===== config.mk =====
export PLATFORM = sky130hd
export DESIGN_NAME = bus_cs_decoder_flat
export DESIGN_NICKNAME = d
export VERILOG_FILES = /design/src/rtl/bus_cs_decoder_pkg.sv /design/src/rtl/bus_cs_decoder_if.sv /design/src/rtl/bus_cs_decoder_sync2.sv /design/src/rtl/bus_cs_decoder.sv /design/src/flat_wrapper.sv
export SDC_FILE = /design/constraint.sdc
export NUM_CORES = 1
export LEC_CHECK = 0
export CAP_MARGIN = 30
export CORE_UTILIZATION = 50
export DETAILED_ROUTE_END_ITERATION = 12
export GPL_ROUTABILITY_DRIVEN = 0
export PLACE_DENSITY = 0.88
export SETUP_SLACK_MARGIN = 0.15
export SLEW_MARGIN = 20
export SYNTH_ARGS = -nofsm -noshare
export SYNTH_HDL_FRONTEND = slang
export SYNTH_HIERARCHICAL = 1
export SYNTH_SLANG_ARGS = --single-unit

===== constraint.sdc =====
create_clock -name CLK -period 2.1 [get_ports CLK]
set_input_delay 0.21 -clock CLK [delete_from_list [all_inputs] [get_ports CLK]]
set_output_delay 0.21 -clock CLK [all_outputs]
set_load 0.02 [all_outputs]

===== src/rtl/bus_cs_decoder_pkg.sv =====
`default_nettype none
// ============================================================================
// Package  : bus_map_pkg
// Purpose  : Region codes, chip-select indices and FSM state encoding shared
//            by the bus chip-select decoder and its interface.
// Revision : 1.0 - initial release
// ============================================================================
package bus_map_pkg;

  // Width of the region field taken from the top of ADDR.
  localparam int REGION_W = 3;
  localparam int NUM_CS   = 6;

  // Region codes; 6 and 7 are both unmapped, REG_UNMAP names the first.
  localparam logic [REGION_W-1:0] REG_UART0 = 3'd0;
  localparam logic [REGION_W-1:0] REG_UART1 = 3'd1;
  localparam logic [REGION_W-1:0] REG_UART2 = 3'd2;
  localparam logic [REGION_W-1:0] REG_UART3 = 3'd3;
  localparam logic [REGION_W-1:0] REG_PIC   = 3'd4;
  localparam logic [REGION_W-1:0] REG_CONS  = 3'd5;
  localparam logic [REGION_W-1:0] REG_UNMAP = 3'd6;

  // Access sequencer states.
  typedef enum logic [1:0] {
    IDLE   = 2'd0,
    DECODE = 2'd1,
    ACCESS = 2'd2,
    HOLD   = 2'd3
  } state_e;

  // One-hot chip select vector: bit 0 UART0 ... bit 5 CONS; unmapped -> none.
  function automatic logic [NUM_CS-1:0] region_to_cs(input logic [REGION_W-1:0] region);
    logic [NUM_CS-1:0] cs;
    cs = '0;
    case (region)
      REG_UART0: cs[0] = 1'b1;
      REG_UART1: cs[1] = 1'b1;
      REG_UART2: cs[2] = 1'b1;
      REG_UART3: cs[3] = 1'b1;
      REG_PIC:   cs[4] = 1'b1;
      REG_CONS:  cs[5] = 1'b1;
      default:   cs = '0;
    endcase
    return cs;
  endfunction

endpackage : bus_map_pkg
`default_nettype wire


===== src/rtl/bus_cs_decoder_if.sv =====
`default_nettype none
// ============================================================================
// Interface : bus_cs_decoder_if
// Purpose   : CPU static-bus strobes/address in, peripheral chip selects,
//             direction, strobes and wait control out.
// Revision  : 1.0 - initial release
// ============================================================================
interface bus_cs_decoder_if #(
  parameter int ABW = 7
);
  logic           nCS;
  logic           nOE;
  logic           nWE;
  logic [ABW:0]   ADDR;
  logic           CSUART0;
  logic           CSUART1;
  logic           CSUART2;
  logic           CSUART3;
  logic           CSPIC;
  logic           CSCONS;
  logic           nRW;
  logic           RDSTB;
  logic           WRSTB;
  logic           nWAIT;
  logic           TOERR;

  // CPU side: drives strobes and address, observes decoder outputs.
  modport master (
    output nCS, nOE, nWE, ADDR,
    input  CSUART0, CSUART1, CSUART2, CSUART3, CSPIC, CSCONS,
    input  nRW, RDSTB, WRSTB, nWAIT, TOERR
  );

  // Decoder side.
  modport slave (
    input  nCS, nOE, nWE, ADDR,
    output CSUART0, CSUART1, CSUART2, CSUART3, CSPIC, CSCONS,
    output nRW, RDSTB, WRSTB, nWAIT, TOERR
  );
endinterface : bus_cs_decoder_if
`default_nettype wire


===== src/rtl/bus_cs_decoder_sync2.sv =====
`default_nettype none
// ============================================================================
// Module   : sync2
// Purpose  : Two-flop synchroniser for an active-low async strobe; resets to
//            1 so a strobe reads as inactive until really sampled low.
// Revision : 1.0 - initial release
// ============================================================================
module sync2 (
  input  wire  logic clk,
  input  wire  logic rst,
  input  wire  logic d,
  output logic       q
);
  logic meta_q;

  // Two back-to-back flops; the first may go metastable, the second is used.
  always_ff @(posedge clk or posedge rst) begin
    if (rst) begin
      meta_q <= 1'b1;
      q      <= 1'b1;
    end else begin
      meta_q <= d;
      q      <= meta_q;
    end
  end
endmodule : sync2
`default_nettype wire


===== src/rtl/bus_cs_decoder.sv =====
`default_nettype none
// ============================================================================
// Module   : bus_cs_decoder
// Purpose  : Synchronises the CPU static-bus strobes, decodes the region into
//            one-hot chip selects, paces the CPU via nWAIT and issues
//            single-cycle read/write strobes to the peripherals.
// Options  : BUS_TIMEOUT_EN - abandon a HOLD that lasts TOW cycles and pulse
//            TOERR; otherwise HOLD waits for nCS indefinitely.
// Revision : 1.0 - initial release
// ============================================================================
module bus_cs_decoder
  import bus_map_pkg::*;
#(
  parameter int ABW = 7,
  parameter int WS  = 2,
  parameter int TOW = 255
) (
  input  wire logic        CLK,
  input  wire logic        RESET,
  bus_cs_decoder_if.slave  bus
);

  localparam logic [3:0] WS_CNT = 4'(WS);

  logic ncs_s, noe_s, nwe_s;
  logic start_w;

  state_e                state_q,    state_d;
  logic [REGION_W-1:0]   region_q,   region_d;
  logic [NUM_CS-1:0]     cs_q,       cs_d;
  logic [3:0]            wait_cnt_q, wait_cnt_d;
  logic                  nrw_q,      nrw_d;
  logic                  nwait_q,    nwait_d;
  logic                  rdstb_q,    rdstb_d;
  logic                  wrstb_q,    wrstb_d;

  sync2 u_sync_ncs (.clk(CLK), .rst(RESET), .d(bus.nCS), .q(ncs_s));
  sync2 u_sync_noe (.clk(CLK), .rst(RESET), .d(bus.nOE), .q(noe_s));
  sync2 u_sync_nwe (.clk(CLK), .rst(RESET), .d(bus.nWE), .q(nwe_s));

`ifdef BUS_TIMEOUT_EN
  localparam int TOW_W = (TOW < 2) ? 1 : $clog2(TOW + 1);
  logic [TOW_W-1:0] tout_cnt_q, tout_cnt_d;
  logic             toerr_q,    toerr_d;
  // After a timeout the CPU must release nCS before another access starts.
  logic             release_q,  release_d;

  assign start_w = ~ncs_s & (~noe_s | ~nwe_s) & ~release_q;
`else
  assign start_w = ~ncs_s & (~noe_s | ~nwe_s);
`endif

  // Next-state and next-output computation for the access sequencer.
  always_comb begin
    state_d    = state_q;
    region_d   = region_q;
    cs_d       = cs_q;
    wait_cnt_d = wait_cnt_q;
    nrw_d      = nrw_q;
    nwait_d    = nwait_q;
    rdstb_d    = 1'b0;
    wrstb_d    = 1'b0;
`ifdef BUS_TIMEOUT_EN
    tout_cnt_d = tout_cnt_q;
    toerr_d    = 1'b0;
    release_d  = release_q & ~ncs_s;
`endif
    case (state_q)
      IDLE: begin
        if (start_w) begin
          // Address is only trusted once the strobes have been synchronised.
          region_d = bus.ADDR[ABW -: REGION_W];
          nrw_d    = noe_s;   // read wins if nOE and nWE are both low
          nwait_d  = 1'b0;
          state_d  = DECODE;
        end
      end
      DECODE: begin
        if (ncs_s) begin
          cs_d    = '0;
          nrw_d   = 1'b1;
          nwait_d = 1'b1;
          state_d = IDLE;
        end else begin
          cs_d       = region_to_cs(region_q);
          wait_cnt_d = WS_CNT;
          state_d    = ACCESS;
        end
      end
      ACCESS: begin
        if (ncs_s) begin
          cs_d    = '0;
          nrw_d   = 1'b1;
          nwait_d = 1'b1;
          state_d = IDLE;
        end else if (wait_cnt_q != 4'd0) begin
          wait_cnt_d = wait_cnt_q - 4'd1;
        end else begin
          nwait_d = 1'b1;
          // Unmapped regions have no CS and therefore get no strobe.
          if (cs_q != '0) begin
            rdstb_d = ~nrw_q;
            wrstb_d = nrw_q;
          end
`ifdef BUS_TIMEOUT_EN
          tout_cnt_d = TOW_W'(TOW);
`endif
          state_d = HOLD;
        end
      end
      HOLD: begin
        if (ncs_s) begin
          cs_d    = '0;
          nrw_d   = 1'b1;
          state_d = IDLE;
        end
`ifdef BUS_TIMEOUT_EN
        else if (tout_cnt_q <= TOW_W'(1)) begin
          cs_d      = '0;
          nrw_d     = 1'b1;
          toerr_d   = 1'b1;
          release_d = 1'b1;
          state_d   = IDLE;
        end else begin
          tout_cnt_d = tout_cnt_q - TOW_W'(1);
        end
`endif
      end
      default: begin
        cs_d    = '0;
        nrw_d   = 1'b1;
        nwait_d = 1'b1;
        state_d = IDLE;
      end
    endcase
  end

  // State and registered outputs; async reset returns to the idle bus state.
  always_ff @(posedge CLK or posedge RESET) begin
    if (RESET) begin
      state_q    <= IDLE;
      region_q   <= '0;
      cs_q       <= '0;
      wait_cnt_q <= '0;
      nrw_q      <= 1'b1;
      nwait_q    <= 1'b1;
      rdstb_q    <= 1'b0;
      wrstb_q    <= 1'b0;
`ifdef BUS_TIMEOUT_EN
      tout_cnt_q <= '0;
      toerr_q    <= 1'b0;
      release_q  <= 1'b0;
`endif
    end else begin
      state_q    <= state_d;
      region_q   <= region_d;
      cs_q       <= cs_d;
      wait_cnt_q <= wait_cnt_d;
      nrw_q      <= nrw_d;
      nwait_q    <= nwait_d;
      rdstb_q    <= rdstb_d;
      wrstb_q    <= wrstb_d;
`ifdef BUS_TIMEOUT_EN
      tout_cnt_q <= tout_cnt_d;
      toerr_q    <= toerr_d;
      release_q  <= release_d;
`endif
    end
  end

  assign bus.CSUART0 = cs_q[0];
  assign bus.CSUART1 = cs_q[1];
  assign bus.CSUART2 = cs_q[2];
  assign bus.CSUART3 = cs_q[3];
  assign bus.CSPIC   = cs_q[4];
  assign bus.CSCONS  = cs_q[5];
  assign bus.nRW     = nrw_q;
  assign bus.RDSTB   = rdstb_q;
  assign bus.WRSTB   = wrstb_q;
  assign bus.nWAIT   = nwait_q;
`ifdef BUS_TIMEOUT_EN
  assign bus.TOERR   = toerr_q;
`else
  assign bus.TOERR   = 1'b0;
`endif

endmodule : bus_cs_decoder
`default_nettype wire


===== src/flat_wrapper.sv =====
// flat-port wrapper written by rule: the top's interface ports become plain ports
module bus_cs_decoder_flat import bus_map_pkg::*;
#(
  parameter int ABW = 7,
  parameter int WS  = 2,
  parameter int TOW = 255
)
  (CLK, RESET, bus_nCS, bus_nOE, bus_nWE, bus_ADDR, bus_CSUART0, bus_CSUART1, bus_CSUART2, bus_CSUART3, bus_CSPIC, bus_CSCONS, bus_nRW, bus_RDSTB, bus_WRSTB, bus_nWAIT, bus_TOERR);
  bus_cs_decoder_if #(.ABW(ABW)) bus_i ();
  input  wire logic CLK;
  input  wire logic RESET;
  input wire logic [$bits(bus_i.nCS)-1:0] bus_nCS;
  input wire logic [$bits(bus_i.nOE)-1:0] bus_nOE;
  input wire logic [$bits(bus_i.nWE)-1:0] bus_nWE;
  input wire logic [$bits(bus_i.ADDR)-1:0] bus_ADDR;
  output wire logic [$bits(bus_i.CSUART0)-1:0] bus_CSUART0;
  output wire logic [$bits(bus_i.CSUART1)-1:0] bus_CSUART1;
  output wire logic [$bits(bus_i.CSUART2)-1:0] bus_CSUART2;
  output wire logic [$bits(bus_i.CSUART3)-1:0] bus_CSUART3;
  output wire logic [$bits(bus_i.CSPIC)-1:0] bus_CSPIC;
  output wire logic [$bits(bus_i.CSCONS)-1:0] bus_CSCONS;
  output wire logic [$bits(bus_i.nRW)-1:0] bus_nRW;
  output wire logic [$bits(bus_i.RDSTB)-1:0] bus_RDSTB;
  output wire logic [$bits(bus_i.WRSTB)-1:0] bus_WRSTB;
  output wire logic [$bits(bus_i.nWAIT)-1:0] bus_nWAIT;
  output wire logic [$bits(bus_i.TOERR)-1:0] bus_TOERR;
  assign bus_i.nCS = bus_nCS;
  assign bus_i.nOE = bus_nOE;
  assign bus_i.nWE = bus_nWE;
  assign bus_i.ADDR = bus_ADDR;
  assign bus_CSUART0 = bus_i.CSUART0;
  assign bus_CSUART1 = bus_i.CSUART1;
  assign bus_CSUART2 = bus_i.CSUART2;
  assign bus_CSUART3 = bus_i.CSUART3;
  assign bus_CSPIC = bus_i.CSPIC;
  assign bus_CSCONS = bus_i.CSCONS;
  assign bus_nRW = bus_i.nRW;
  assign bus_RDSTB = bus_i.RDSTB;
  assign bus_WRSTB = bus_i.WRSTB;
  assign bus_nWAIT = bus_i.nWAIT;
  assign bus_TOERR = bus_i.TOERR;
  bus_cs_decoder #(.ABW(ABW), .WS(WS), .TOW(TOW)) u_core (.CLK(CLK), .RESET(RESET), .bus(bus_i));
endmodule

==> results.toml <==
[power_and_ir_drop]
p_comb_frac = 0.460
clockPowerShare = 0.116
p_switching_mw = 0.708
swShare = 0.395
seqPwrFrac = 0.425
leakage_nw = 0.670
p_int_mw = 1.08
vdd_ir_drop_max_mv = 0.732
p_per_area_nw_per_um2 = 1240

[global_route]
antenna_found_initial = 0
grt_start_max_net_pins = 20
track_usage = 0.191
grt_pass1_wl_microns = 3780
overflow = 0
grt_pass1_vias = 885

[worst_setup_path]
critPathKind = "register to register"
cpMaxStageDelayCell = "dfrtp_1"
r2r_start = "u_core/state_q[0]$_DFFE_PP0P_"
cpPeakStageDelay_ns = 0.48
cp-start-kind = "register"
r2r_end = "u_core/cs_q[3]$_DFFE_PP0P_"
critPathCapture = "u_core/cs_q[3]$_DFFE_PP0P_"
crit_path_end_kind = "register"
r2r_cells = 5
cp_data_required_time_ns = 2.35
cp.arrival_ns = 2.08
worst-path-buf-inv = 1
path_delay_family = "simple AND/OR/NAND/NOR gates"
crit_cells = 5
critPathMaxFanout = 12
cp-startpoint = "u_core/state_q[0]$_DFFE_PP0P_"
ff2ff_setup_slack_ns = 0.27
crit_path_cell_trace = "inv_1 > ha_1 > nor2_1 > nor4b_2 > a32o_1"

[floorplanning]
fp.dieArea_sq_um = 2660
initial_core_util = 0.545
std_cell_rows = 17
die_y_microns = 51.6
ios = 24
fp.coreArea_sq_um = 2250
die_w_microns = 51.6

[sta]
tightest_slew_ns = 0.724
slew_violations = 0
final_hold_viol_count = 0
rsz0062_at_grt = "false"
finalSetupTns_ns = 0
fin_crit_sh = 0.872
finClkSkew_ns = 0.00507
period_needed_ns = 1.83
setup_viol = 0
hold_slack_ns = 0.280
max-slew-margin-rel = 0.517
fmax_mhz = 546

[outcome]
status = "finished clean"

[synthesis]
post-synth-top-count-cell = "dfrtp_1"
synth_ff_type = "dfrtp_1"
synthCells = 110
ys_seq_area_frac = 0.517
yosys.cell_types.count = 34
yosysTopAreaCell = "dfrtp_1"
netlist_area_sq_um = 1230
synth-seq-cells = 25
synth.top_cells.by_count = "dfrtp_1, inv_1, nor2_1"
ys_warn_count = 6
synth_edf_count = 0
avgSynthCellArea_sq_um = 11.2
async_flop_share = 1.00
synth_area_leaders = "dfrtp_1, dfstp_2, ha_1"
yosysTopAreaCellShare = 0.346
syn_nets = 131

[clock_network]
clk_path_buf_depth = 2
clock-sinks = 25
postCtsSetupBuffers = 0
numCtsBuffers = 3
cts.hold.buffers_added = 0
tritoncts = "done"
cts_root_buf = "clkbuf_4"
htreeDepth = 1
postCtsResizedCells = 0
clk_latency_ns = 0.31
cts.clk_slew.worst_paths_ns = 0.12

[drt]
drcViolationCount = 0
wl_microns = 2330
routed_via_density = 5.69
first_pass_iters = 4
ant_nets = 0
drt_iter0_drc = 32
drt-wirelength-per-cell_microns = 15.0
vias = 887

[placed_design]
dp_hpwl_microns = 1740
port_buffers = 17

[hold_path]
hp-class = "primary input to async pin"

[layout]
antenna_cells = 0
synthToLayoutAreaGrowth_pct = 17.6
final_layout_size_suffix_gt1_frac = 0.164
fin_nets = 150

[flow_run]
drv_cap = 0
power groups by stage:
| stage | combinational [mW] | sequential, mW | clock (mW) |
|---|---|---|---|
| floorplan | 0.522 | 0.798 | 0 |
| global placement | 0.774 | 0.752 | 0 |
| detailed placement | 0.815 | 0.767 | 0 |
| CTS | 0.819 | 0.758 | 0.214 |
| finish | 0.823 | 0.761 | 0.207 |
| global route | 0.890 | 0.779 | 0.232 |
stage by stage:
stage / setup WS, ns / instances / cell area (sq um) / utilization / power, mW
3_3_place_gp: 0.401 / 152 / 1420 / 0.629 / 1.53
6_report: 0.270 / 156 / 1450 / 0.641 / 1.79
4_1_cts: 0.307 / 156 / 1450 / 0.641 / 1.79
3_5_place_dp: 0.339 / 152 / 1420 / 0.629 / 1.58
2_1_floorplan: 0.563 / 110 / 1230 / - / 1.32
5_1_grt: 0.201 / 156 / 1450 / 0.641 / 1.90
cell type report:
class	count	area (sq um)
inverters	11	41.3
flip-flops and latches	25	636
well taps	28	35.0
repair buffers	17	170
fillers	187	810
clock buffers	3	22.5
clock inverters	1	5.00
multi-input cells	71	536
metal layers:
metal  GRT usage  share of wire
met2       0.342           0.51
met4      0.0270         0.0094
met1       0.234           0.42
met5           0              0
met3      0.0526          0.053
placed cells by master (no fill, tap or decap), drive strengths merged, types with 2 or more instances in the layout:
cell type / synthesis / layout
clkdlybuf4s50: 0 / 17
dfrtp: 17 / 17
inv: 11 / 11
nor2: 10 / 10
nand2: 10 / 10
ha: 8 / 8
dfstp: 8 / 8
a21oi: 6 / 6
mux2: 5 / 5
a22o: 4 / 4
clkbuf: 1 / 3
nor4: 3 / 3
a32o: 3 / 3
nand3: 2 / 2
a31oi: 2 / 2
nand2b: 2 / 2
a21o: 2 / 2
kinds of logic (layout without fill, tap and decap cells):
logic type	after synthesis	after routing	share of synthesized area
AOI/OAI and AO/OA	22	22	0.145
adders and majority gates	8	8	0.0815
buffers and inverters	14	32	0.0468
muxes	5	5	0.0489
DFF	25	25	0.517
other	1	1	0.00305
and+or+nand+nor	35	35	0.158
registers in the layout, indices dropped and copies added, names as in the netlist:
| name | cells |
|---|---|
| u_core/bus.RDSTB | 1 |
| u_core/bus.WRSTB | 1 |
| u_core/bus.nRW | 1 |
| u_core/bus.nWAIT | 1 |
| u_core/cs_q | 6 |
| u_core/region_q | 3 |
| u_core/state_q | 2 |
| u_core/u_sync_ncs/meta_q | 1 |
| u_core/u_sync_ncs/q | 1 |
| u_core/u_sync_noe/meta_q | 1 |
| u_core/u_sync_noe/q | 1 |
| u_core/u_sync_nwe/meta_q | 1 |
| u_core/u_sync_nwe/q | 1 |
| u_core/wait_cnt_q | 4 |
worst min path at each step:
stage,startpoint,endpoint,slack [ns],depth (start not counted)
after CTS,RESET,u_core/u_sync_nwe/meta_q$_DFF_PP1_,0.28,2
after global placement,u_core/u_sync_noe/meta_q$_DFF_PP1_,u_core/u_sync_noe/q$_DFF_PP1_,0.35,0
final,RESET,u_core/u_sync_noe/q$_DFF_PP1_,0.28,2
after detailed placement,u_core/u_sync_ncs/meta_q$_DFF_PP1_,u_core/u_sync_ncs/q$_DFF_PP1_,0.35,0
after floorplan,RESET,u_core/u_sync_ncs/meta_q$_DFF_PP1_,0.12,1
after global routing,bus_nCS,u_core/u_sync_ncs/meta_q$_DFF_PP1_,0.27,1
Power figures use the tool's default switching activity.
